### src/rtl/gbuff_feeder_pkg.sv
// Shared buffer/array defines (single include guard) and the feeder's FSM state type.
// Compiled first so every later file sees the defines and the package.
`ifndef DEFINE_V
`define DEFINE_V
`define DATA_SIZE        8
`define ARRAY_SIZE       4
`define WORD_SIZE        32
`define GBUFF_INDX_SIZE  8
`define ST_IDLE          2'd0
`define ST_READ          2'd1
`define ST_DRAIN         2'd2
`define ST_DONE          2'd3
`endif

package gbuff_feeder_pkg;
  typedef enum logic [1:0] {
    IDLE  = `ST_IDLE,
    READ  = `ST_READ,
    DRAIN = `ST_DRAIN,
    DONE  = `ST_DONE
  } state_e;

  localparam int INDX_W = `GBUFF_INDX_SIZE;
endpackage

### src/rtl/skew_shift_reg.sv
// Fixed-depth delay line with synchronous clear; zeros enter from reset so no stale data leaks out.
module skew_shift_reg #(
  parameter int DEPTH = 1,
  parameter int WIDTH = 8
) (
  input  logic             clk_i,
  input  logic             clr_i,
  input  logic [WIDTH-1:0] din_i,
  output logic [WIDTH-1:0] dout_o
);
  logic [WIDTH-1:0] stage_q [DEPTH];

  always_ff @(posedge clk_i) begin
    if (clr_i) begin
      for (int i = 0; i < DEPTH; i++) stage_q[i] <= '0;
    end else begin
      stage_q[0] <= din_i;
      for (int i = 1; i < DEPTH; i++) stage_q[i] <= stage_q[i-1];
    end
  end

  assign dout_o = stage_q[DEPTH-1];
endmodule

### src/rtl/gbuff_feeder.sv
// Streams K words from the global buffer into the array's west edge, skewing lane r by r cycles.
// feed_valid qualifies feed_data; there is no backpressure, the array must accept every valid cycle.
module gbuff_feeder
  import gbuff_feeder_pkg::*;
#(
  parameter int ARRAY_SIZE = `ARRAY_SIZE,
  parameter int DATA_SIZE  = `DATA_SIZE
) (
  input  logic                             clk,
  input  logic                             rst,
  input  logic                             start,
  input  logic [`GBUFF_INDX_SIZE-1:0]      base_index,
  input  logic [`GBUFF_INDX_SIZE-1:0]      k_len,
  output logic                             gbuff_wr_en,
  output logic [`GBUFF_INDX_SIZE-1:0]      gbuff_index,
  input  logic [`WORD_SIZE-1:0]            gbuff_data,
  output logic [ARRAY_SIZE*DATA_SIZE-1:0]  feed_data,
  output logic                             feed_valid,
  output logic                             busy,
  output logic                             done,
  output logic [1:0]                       dbg_state
);
  localparam int FW = ARRAY_SIZE * DATA_SIZE;
  localparam int VP = ARRAY_SIZE - 1;

  state_e                      state_q, state_d;
  logic [`GBUFF_INDX_SIZE-1:0] idx_q, idx_d;
  logic [`GBUFF_INDX_SIZE-1:0] cnt_q, cnt_d;
  logic [`GBUFF_INDX_SIZE-1:0] k_q, k_d;
  logic                        rd_vld_q, rd_vld_d;
  logic [VP-1:0]               vld_pipe_q, vld_pipe_d;

  // rd_vld_q marks the cycle a requested word is on gbuff_data; vld_pipe_q tracks it down the skew.
  assign rd_vld_d   = (state_q == READ);
  assign vld_pipe_d = (vld_pipe_q << 1) | VP'(rd_vld_q);

  always_comb begin
    state_d = state_q;
    idx_d   = idx_q;
    cnt_d   = cnt_q;
    k_d     = k_q;
    unique case (state_q)
      IDLE: begin
        if (start) begin
          if (k_len != '0) begin
            state_d = READ;
            idx_d   = base_index;
            k_d     = k_len;
            cnt_d   = '0;
          end else begin
            state_d = DONE;
          end
        end
      end
      READ: begin
        if (cnt_q == k_q - 1'b1) begin
          state_d = DRAIN;
        end else begin
          idx_d = idx_q + 1'b1;
          cnt_d = cnt_q + 1'b1;
        end
      end
      // Leave once nothing will be valid next cycle: the last element has left the deepest lane.
      DRAIN: if (vld_pipe_d == '0) state_d = DONE;
      DONE:  state_d = IDLE;
      default: state_d = IDLE;
    endcase
  end

  always_ff @(posedge clk) begin
    if (rst) begin
      state_q    <= IDLE;
      idx_q      <= '0;
      cnt_q      <= '0;
      k_q        <= '0;
      rd_vld_q   <= 1'b0;
      vld_pipe_q <= '0;
    end else begin
      state_q    <= state_d;
      idx_q      <= idx_d;
      cnt_q      <= cnt_d;
      k_q        <= k_d;
      rd_vld_q   <= rd_vld_d;
      vld_pipe_q <= vld_pipe_d;
    end
  end

  // Lane 0 has zero skew, so it is the buffer's registered output gated by the word-valid flag.
  assign feed_data[FW-1 -: DATA_SIZE] =
    rd_vld_q ? gbuff_data[`WORD_SIZE-1 -: DATA_SIZE] : '0;

  for (genvar r = 1; r < ARRAY_SIZE; r++) begin : g_lane
    logic [DATA_SIZE-1:0] lane_elem;
    assign lane_elem = rd_vld_q ? gbuff_data[`WORD_SIZE-1-r*DATA_SIZE -: DATA_SIZE] : '0;
    skew_shift_reg #(
      .DEPTH (r),
      .WIDTH (DATA_SIZE)
    ) u_skew (
      .clk_i  (clk),
      .clr_i  (rst),
      .din_i  (lane_elem),
      .dout_o (feed_data[FW-1-r*DATA_SIZE -: DATA_SIZE])
    );
  end

  assign gbuff_wr_en = 1'b0;
  assign gbuff_index = idx_q;
  assign feed_valid  = rd_vld_q | (|vld_pipe_q);
  assign busy        = (state_q != IDLE);
  assign done        = (state_q == DONE);
  assign dbg_state   = state_q;
endmodule

### config.mk
export PLATFORM = sky130hd
export DESIGN_NAME = gbuff_feeder
export DESIGN_NICKNAME = d
export VERILOG_FILES = /design/src/rtl/gbuff_feeder_pkg.sv /design/src/rtl/skew_shift_reg.sv /design/src/rtl/gbuff_feeder.sv
export SDC_FILE = /design/constraint.sdc
export NUM_CORES = 1
export LEC_CHECK = 0
export CAP_MARGIN = 20
export CORE_ASPECT_RATIO = 0.75
export CORE_MARGIN = 1.5
export CORE_UTILIZATION = 48
export CTS_BUF_LIST = sky130_fd_sc_hd__clkbuf_8
export CTS_CLUSTER_DIAMETER = 120
export DETAILED_ROUTE_END_ITERATION = 12
export PLACE_DENSITY = 0.81
export RECOVER_POWER = 100
export SLEW_MARGIN = 20
export SYNTH_ARGS = -nofsm -noshare
export SYNTH_HDL_FRONTEND = slang
export SYNTH_SLANG_ARGS = --single-unit
### constraint.sdc
create_clock -name clk -period 3 [get_ports clk]
set_clock_uncertainty 0.1 [all_clocks]
set_input_delay 0.75 -clock clk [delete_from_list [all_inputs] [get_ports clk]]
set_output_delay 0.75 -clock clk [all_outputs]
set_load 0.02 [all_outputs]
# After elaboration in Yosys (flattened, before gate mapping)
# Memories as Yosys holds them, arrays and structs flattened.
# Cells that the tools add are included.
# word_totals
ff_bits,30
latch_bits,0
ram_bits,48
mem_bits_ro,0
input_bits,51
out_inout_bits,46
wordCells,65
mem_count,3
# op_classes
addsub,3
multipliers,0
div_mod_pow,0
order_cmp,0
n_eq_ne,9
shifts,0
mux,27
bitwise,7
n_reduce_logical,10
# mem_list
name,depth,word_bits,rd,rd_clocked_by_memory_dff,wr,line,text
g_lane[3].u_skew.stage_q,3,8,3,0,3,skew_shift_reg.sv:11,logic [WIDTH-1:0] stage_q [DEPTH];
g_lane[2].u_skew.stage_q,2,8,2,0,2,skew_shift_reg.sv:11,
g_lane[1].u_skew.stage_q,1,8,1,0,1,skew_shift_reg.sv:11,
# op_table
cell,count
two-way mux 8 bit,16
one-hot mux 8 bit (2 select lines),2
adder 8 x 1 -> 8 bit (second input constant),2
== test 8 bit,1
two-way mux 2 bit,4
inequality test 2 bit (second input constant),4
one-hot mux 2 bit (4 select lines),1
nonzero test 8 bit,1
OR reduction 8 bit,1
subtractor 8 x 1 -> 8 bit (second input constant),1
bitwise OR 1 bit,6
AND reduction 3 bit,2
== test 2 bit (second input constant),2
two-way mux 1 bit,4
AND reduction 4 bit,1
nonzero test 2 bit,2
logical NOT 3 bit,1
bitwise OR 3 x 1 -> 3 bit,1
OR reduction 3 bit,1
== test 2 x 1 -> 1 bit (second input constant),1
logical NOT 2 bit,1
inequality test 2 x 1 -> 1 bit (second input constant),1

# Longest topological paths before layout
# Gate-level depths: netlist of run 1.
# depth
depth_word,4
ltp_mapped,10
mapped_depth_nobuf,9

# Hierarchy
# From an unflattened synthesis of run 1, not the netlist that was laid out.
# unflattened
hier_cells,376
hier_area_um2,3520.9
# modules_own_cells
mod,instances,cells_per_inst,area_each_um2,seq_area_each_um2
gbuff_feeder,1,261,2033.2,600.6
skew_shift_reg at g_lane[3].u_skew,1,58,753.2,480.5
skew_shift_reg at g_lane[2].u_skew,1,41,524.3,320.3
skew_shift_reg at g_lane[1].u_skew,1,16,210.2,160.2

# Worst setup path before layout of run 1
# Ideal clock, no wire load.
# synth_timing
path_type,register to register
start,reg k_q[0]
end,reg cnt_q[1]
arrival_time_ns,2.273
required_ns,2.829
path_slack_ns,0.556
stages_incl_launch_ff,10
cell_sequence,dfxtp_1 > inv_1 > ha_1 > xnor2_1 > and3_1 > o21a_1 > o32ai_1 > o21ai_0 > or3b_2 > a21oi_1
# synth_between
elab_chain_len,4
# synth_rtl
element,line,text
"start, declared",gbuff_feeder.sv:29,"logic [`GBUFF_INDX_SIZE-1:0] k_q, k_d;"
"start signal, assigned",gbuff_feeder.sv:82,k_q <= k_d;
subtractor 8 x 1 -> 8 bit,gbuff_feeder.sv:56,if (cnt_q == k_q - 1'b1) begin
== test 8 bit,gbuff_feeder.sv:56,
inequality test 2 bit (no source line),--,
AND reduction 4 bit (no source line),--,
"end signal, assigned",gbuff_feeder.sv:81,cnt_q <= cnt_d;
"end, declared",gbuff_feeder.sv:28,"logic [`GBUFF_INDX_SIZE-1:0] cnt_q, cnt_d;"
# No other way between the ends.
# A chain may end at the register's enable or synchronous reset.

# Final worst setup path of run 1
# layout_timing
start,in gbuff_data[31]
end,out feed_data[31]
# layout_between
elab_chain_len,1
# layout_rtl
element,line,text
"start, declared",gbuff_feeder.sv:16,"input logic [`WORD_SIZE-1:0] gbuff_data,"
two-way mux 8 bit,gbuff_feeder.sv:90,rd_vld_q ? gbuff_data[`WORD_SIZE-1 -: DATA_SIZE] : '0;
"end, declared",gbuff_feeder.sv:17,"output logic [ARRAY_SIZE*DATA_SIZE-1:0] feed_data,"
# No other way between the ends.

==> impl_metrics.toml, run 1 <==
[route]
wl_per_cell_um = 13.4
drc = 0
vias = 2579
drt-initial-drc-count = 112
dr.pass1.iters = 4
wl_um = 6940
drtAntennaViolNets = 0
avgViaCountPerCell = 4.98

[floorplan]
chipWidth_um = 97.4
ios = 97
initial_core_util_pct = 50.3
die-area_um2 = 7190
design.core.area_um2 = 6380
die_h_um = 73.8
row_count = 25

[clock_tree]
clk_latency_ns = 0.35
postCtsResizedCells = 0
cts_buffers = 9
ctsHoldBuffers = 0
cts.root.buffer_cell = "clkbuf_8"
cts.sinks = 78
clk_pin_slew_ns = 0.08
cts_buffer_depth = 2
postCtsSetupBuffers = 0
cts-htree-levels = 3
cts_tree = "done"

[logic_synthesis]
yosys_most_used_dff = "dfxtp_1"
synth_top_family_by_area = "simple AND/OR/NAND/NOR gates"
synth_top_area_cell = "dfxtp_1"
muxShareOfSynthArea_pct = 3.12
synthXorXnorAreaFrac_pct = 1.64
synth_compound_area_share_pct = 11.8
yosys-top-cells-area = "dfxtp_1 (49%), and2_1 (6.4%), nor2b_1 (5.3%), buf_4 (4.0%), mux2i_1 (3.1%)"
ys_ff_latch = 78
async_reset_ff_share_pct = 0
synthSimpleGateAreaFrac_pct = 24.9
yosysSeqAreaShare_pct = 48.7
ys_types = 47
ys_warn_count = 0
synth_top_area_share_pct = 48.7
syn-num-nets = 407
synthCells = 349
synth_edf_count = 0
avgSynthCellArea_um2 = 9.19
synth_fa_ha_area_share_pct = 2.73
synth_area_um2 = 3210

[worst_setup_path]
crit_family = "buffers and inverters"
cp-start-kind = "primary input"
arrival_ns = 2.00
cp_num_buf_inv = 2
crit_path_top_delay_cell = "dlygate4sd3_1"
crit_path_max_fanout = 1
cp_cell_sequence = "clkdlybuf4s50_1, and2_1, dlygate4sd3_1"
end_kind = "output pin"
cp.required_ns = 2.15
cp_slowest_stage_delay_ns = 0.67
path_class = "primary input to output pin"

[cells_and_area]
layout_common_cells = "dfxtp_1 (78), clkdlybuf4s50_1 (48), dlygate4sd3_1 (47)"
antenna_cells = 0
area_growth_pct = 34.2
final_util_pct = 67.5
fillerInstances = 534
nNetsFinal = 490
fin_area_um2 = 4310
drive_gt1_share_pct = 5.72
layout_commonest_cell = "dfxtp_1"

[status]
status = "finished, final reports clean"

[timing]
hold_viol = 0
worst_slack_ns = 0.147
final_max_slew_viol_count = 0
fin_crit_sh_pct = 95.1
min_period_ns = 2.85
worstMarginPinSlew_ns = 0.790
finalSetupTns_ns = 0
rsz0062_at_grt = "false"
setup_violations = 0
whs_ns = 0.330
max-slew-margin-rel_pct = 47.3
max_freq_mhz = 350

[worst_hold_path]
hp-class = "register to register"

[place]
pre_cts_ws_ns = 0.198
io_buffers = 95
place_hpwl_um = 5110
place_area_um2 = 4140
place_congestion = 0.841

[grt]
grt_pass1_vias = 2430
antenna_found_initial = 0
grt_usage_pct = 19.7
grt_pass1_wl_um = 11200
grt_overflow = 0
grt_start_max_net_pins = 26

[power_and_ir_drop]
p_per_area_nw_per_um2 = 684
p_leak_uw = 0.00182
ir_worst_vdd_mv = 0.351

[flow_run]
maxCapViolations = 0
final timing paths:
| path | slack, ns | endpoint | cells past startpoint | from |
|---|---|---|---|---|
| setup / recovery | 0.15 | feed_data[31] | 3 | gbuff_data[31] |
| hold / removal | 0.33 | g_lane[3].u_skew.stage_q[0][19] | 1 | g_lane[3].u_skew.stage_q[0][11] |
| setup reg to reg | 0.25 | cnt_q[1] | 9 | k_q[0] |
| hold reg to reg | 0.33 | g_lane[3].u_skew.stage_q[0][19] | 1 | g_lane[3].u_skew.stage_q[0][11] |
kinds of logic (layout without fill, tap and decap cells):
family | count (synthesis) | in the layout
AOI/OAI and AO/OA | 60 | 60
buffers and inverters | 42 | 130
adders and majority gates | 7 | 7
DFF | 78 | 78
xor gates and xnor gates | 6 | 6
muxes | 10 | 10
and+or+nand+nor | 145 | 145
other | 1 | 1
routing by layer:
metal  GRT usage, %  part of all wire, %
met5              0                    0
met3           4.66                  5.3
met2           33.6                   47
met1           24.3                   47
met4           8.10                  1.1
per-stage QoR:
| step | power (uW) | instances |
|---|---|---|
| after floorplan | 1870 | 349 |
| after global placement | 2250 | 502 |
| after detailed placement | 2280 | 502 |
| after CTS | 3020 | 518 |
| after global routing | 3130 | 518 |
| final | 2950 | 518 |
layout make-up:
class | count | area, um2 | area share, %
tap | 81 | 101 | 2.35
clock inverter | 6 | 51.3 | 1.19
clock buffer | 10 | 138 | 3.20
inverter | 9 | 33.8 | 0.784
timing repair buffer | 105 | 1000 | 23.2
multi-input combinational | 229 | 1420 | 33.0
sequential | 78 | 1560 | 36.3
power breakdown:
group | internal (uW) | switching (uW)
Clock | 334 | 402
Sequential | 1150 | 123
Combinational | 423 | 515
Total | 1900 | 1040
state kept, by name (all words and copies together), names as in the netlist:
signal,cells
g_lane.u_skew.stage_q,48
cnt_q,8
gbuff_index,8
k_q,8
vld_pipe_q,3
dbg_state,2
rd_vld_q,1
synth_stat cells, types with 4 or more instances:
library cell and n:
dfxtp_1 78, and2_1 33, nor2b_1 27, nor2_1 23, buf_4 17, o21ai_0 16, nand2_1 15, a21oi_1 12
clkbuf_1 12, nand3_1 11, mux2i_1 10, a21o_1 8, inv_1 8, nor3_1 8, ha_1 7, nand2b_1 7
nor4_1 5, o21ai_1 4
No activity file was read; power rests on OpenSTA's default activity.
==> run 2, diff against run 1 <==
--- a/config.mk
+++ b/config.mk
@@ -12,7 +12,7 @@
 export CTS_BUF_LIST = sky130_fd_sc_hd__clkbuf_8
 export CTS_CLUSTER_DIAMETER = 120
 export DETAILED_ROUTE_END_ITERATION = 12
-export PLACE_DENSITY = 0.81
+export PLACE_DENSITY = 0.82
 export RECOVER_POWER = 100
 export SLEW_MARGIN = 20
 export SYNTH_ARGS = -nofsm -noshare
==> run 2 against run 1 <==
Net effect:
- critical endpoint is now busy
- worst setup slack improved by 0.0016 ns
- global-route usage is 0.44 points higher
- first-iteration DRC count decreased by 29%
- sequential power hardly changed
- routed wire length is essentially flat
==> impl_metrics.toml, run 2 (synthesis results as in run 1) <==
[cells_and_area]
fin_area_um2 = 4340
fillerInstances = 519
antenna_cells = 0
nNetsFinal = 491
final_util_pct = 68.1
layout_common_cells = "dfxtp_1 (78), clkdlybuf4s50_1 (48), dlygate4sd3_1 (47)"
layout_commonest_cell = "dfxtp_1"
drive_gt1_share_pct = 6.16
largest_register_ffs = 48
top_register = "g_lane.u_skew.stage_q"
area_growth_pct = 35.4

[power_and_ir_drop]
ir_worst_vdd_mv = 0.345
p_per_area_nw_per_um2 = 706
total_power_uw = 3070
p_leak_uw = 0.00186

[place]
place_congestion = 0.853
io_buffers = 95
place_hpwl_um = 5260
place_area_um2 = 4150

[floorplan]
design.core.area_um2 = 6380
initial_core_util_pct = 50.3
chipWidth_um = 97.4
die-area_um2 = 7190
row_count = 25
ios = 97
die_h_um = 73.8

[grt]
grt_usage_pct = 20.1
grt_start_max_net_pins = 25
grt_pass1_wl_um = 11400
grt_overflow = 0
grt_pass1_vias = 2502
antenna_found_initial = 0

[route]
drtAntennaViolNets = 0
dr.pass1.iters = 4
drc = 0
vias = 2612
wl_um = 6940
drt-initial-drc-count = 79
wl_per_cell_um = 13.4
avgViaCountPerCell = 5.03

[timing]
whs_ns = 0.337
rsz0062_at_grt = "false"
final_max_slew_viol_count = 0
hold_viol = 0
finalSetupTns_ns = 0
max_freq_mhz = 351
min_period_ns = 2.85
setup_violations = 0
worstMarginPinSlew_ns = 0.871
max-slew-margin-rel_pct = 41.9
fin_crit_sh_pct = 95.0

[clock_tree]
clk_pin_slew_ns = 0.08
cts_buffers = 9
ctsHoldBuffers = 0
cts_buffer_depth = 2
cts_tree = "done"
cts.root.buffer_cell = "clkbuf_8"
postCtsResizedCells = 0
cts-htree-levels = 3
cts.sinks = 78
postCtsSetupBuffers = 0
clk_latency_ns = 0.33

[worst_hold_path]
hp-class = "register to register"
worstHoldPathCells = 1

[worst_setup_path]
cp-start-kind = "register"
path_class = "register to output pin"
crit_path_max_fanout = 5
cp.required_ns = 2.15
r2r_cells = 9
arrival_ns = 2.00
end_kind = "output pin"

[flow_run]
maxCapViolations = 0

[status]
status = "finished, final reports clean"
==> run 2: cell count changes in the layout (fill, tap and decap cells not counted) <==
cell / before / now
a21boi_1: 1 / 0
and2_1: 23 / 28
clkinv_2: 0 / 2
a21boi_0: 0 / 1
and2_0: 10 / 5
bufinv_16: 0 / 2
inv_8: 1 / 0
clkbuf_1: 7 / 6
clkinvlp_4: 3 / 1
clkbuf_8: 10 / 9
clkbuf_2: 0 / 2
==> run 2: routing by layer <==
| layer | GRT usage (%) | wire (um) |
|---|---|---|
| met1 | 24.9 | 3070 |
| met2 | 34.3 | 3300 |
| met3 | 4.85 | 487 |
| met4 | 8.10 | 76 |
| met5 | 0 | 0 |
==> run 2: worst paths after layout <==
check	startpoint	end	slack, ns
min	g_lane[3].u_skew.stage_q[0][9]	g_lane[3].u_skew.stage_q[0][17]	0.34
min reg2reg	g_lane[3].u_skew.stage_q[0][9]	g_lane[3].u_skew.stage_q[0][17]	0.34
max reg2reg	k_q[0]	cnt_q[1]	0.25
max	dbg_state[0]	busy	0.15
==> run 2: area by class of cell <==
cell class	count	area (um2)	share of cell area [%]
Multi-Input combinational cell	229	1420	32.7
Sequential cell	78	1560	36.0
Timing Repair Buffer	106	1010	23.2
Tap cell	81	101	2.33
Clock buffer	9	124	2.85
Clock inverter	7	95.1	2.19
Inverter	9	33.8	0.778
==> run 2: power by group <==
group / total (uW) / leakage (uW) / internal, uW / switching [uW]
Clock: 845 / 0.000110 / 471 / 374
Sequential: 1260 / 0.000633 / 1150 / 116
Combinational: 959 / 0.00111 / 427 / 531
Total: 3070 / 0.00186 / 2050 / 1020
==> run 2: worst max-delay path, stage by stage, from the launching register on <==
cell and delay, ns:
dfxtp_1 0.43, inv_1 0.09, ha_1 0.25, inv_1 0.20
dlygate4sd3_1 0.71
==> run 2: per-stage QoR <==
| stage | worst slack [ns] | instances |
|---|---|---|
| after detailed placement | 0.220 | 503 |
| after global routing | 0.0742 | 519 |
| after global placement | 0.227 | 503 |
| final | 0.149 | 519 |
| after CTS | 0.219 | 519 |
| after floorplan | 0.556 | 349 |
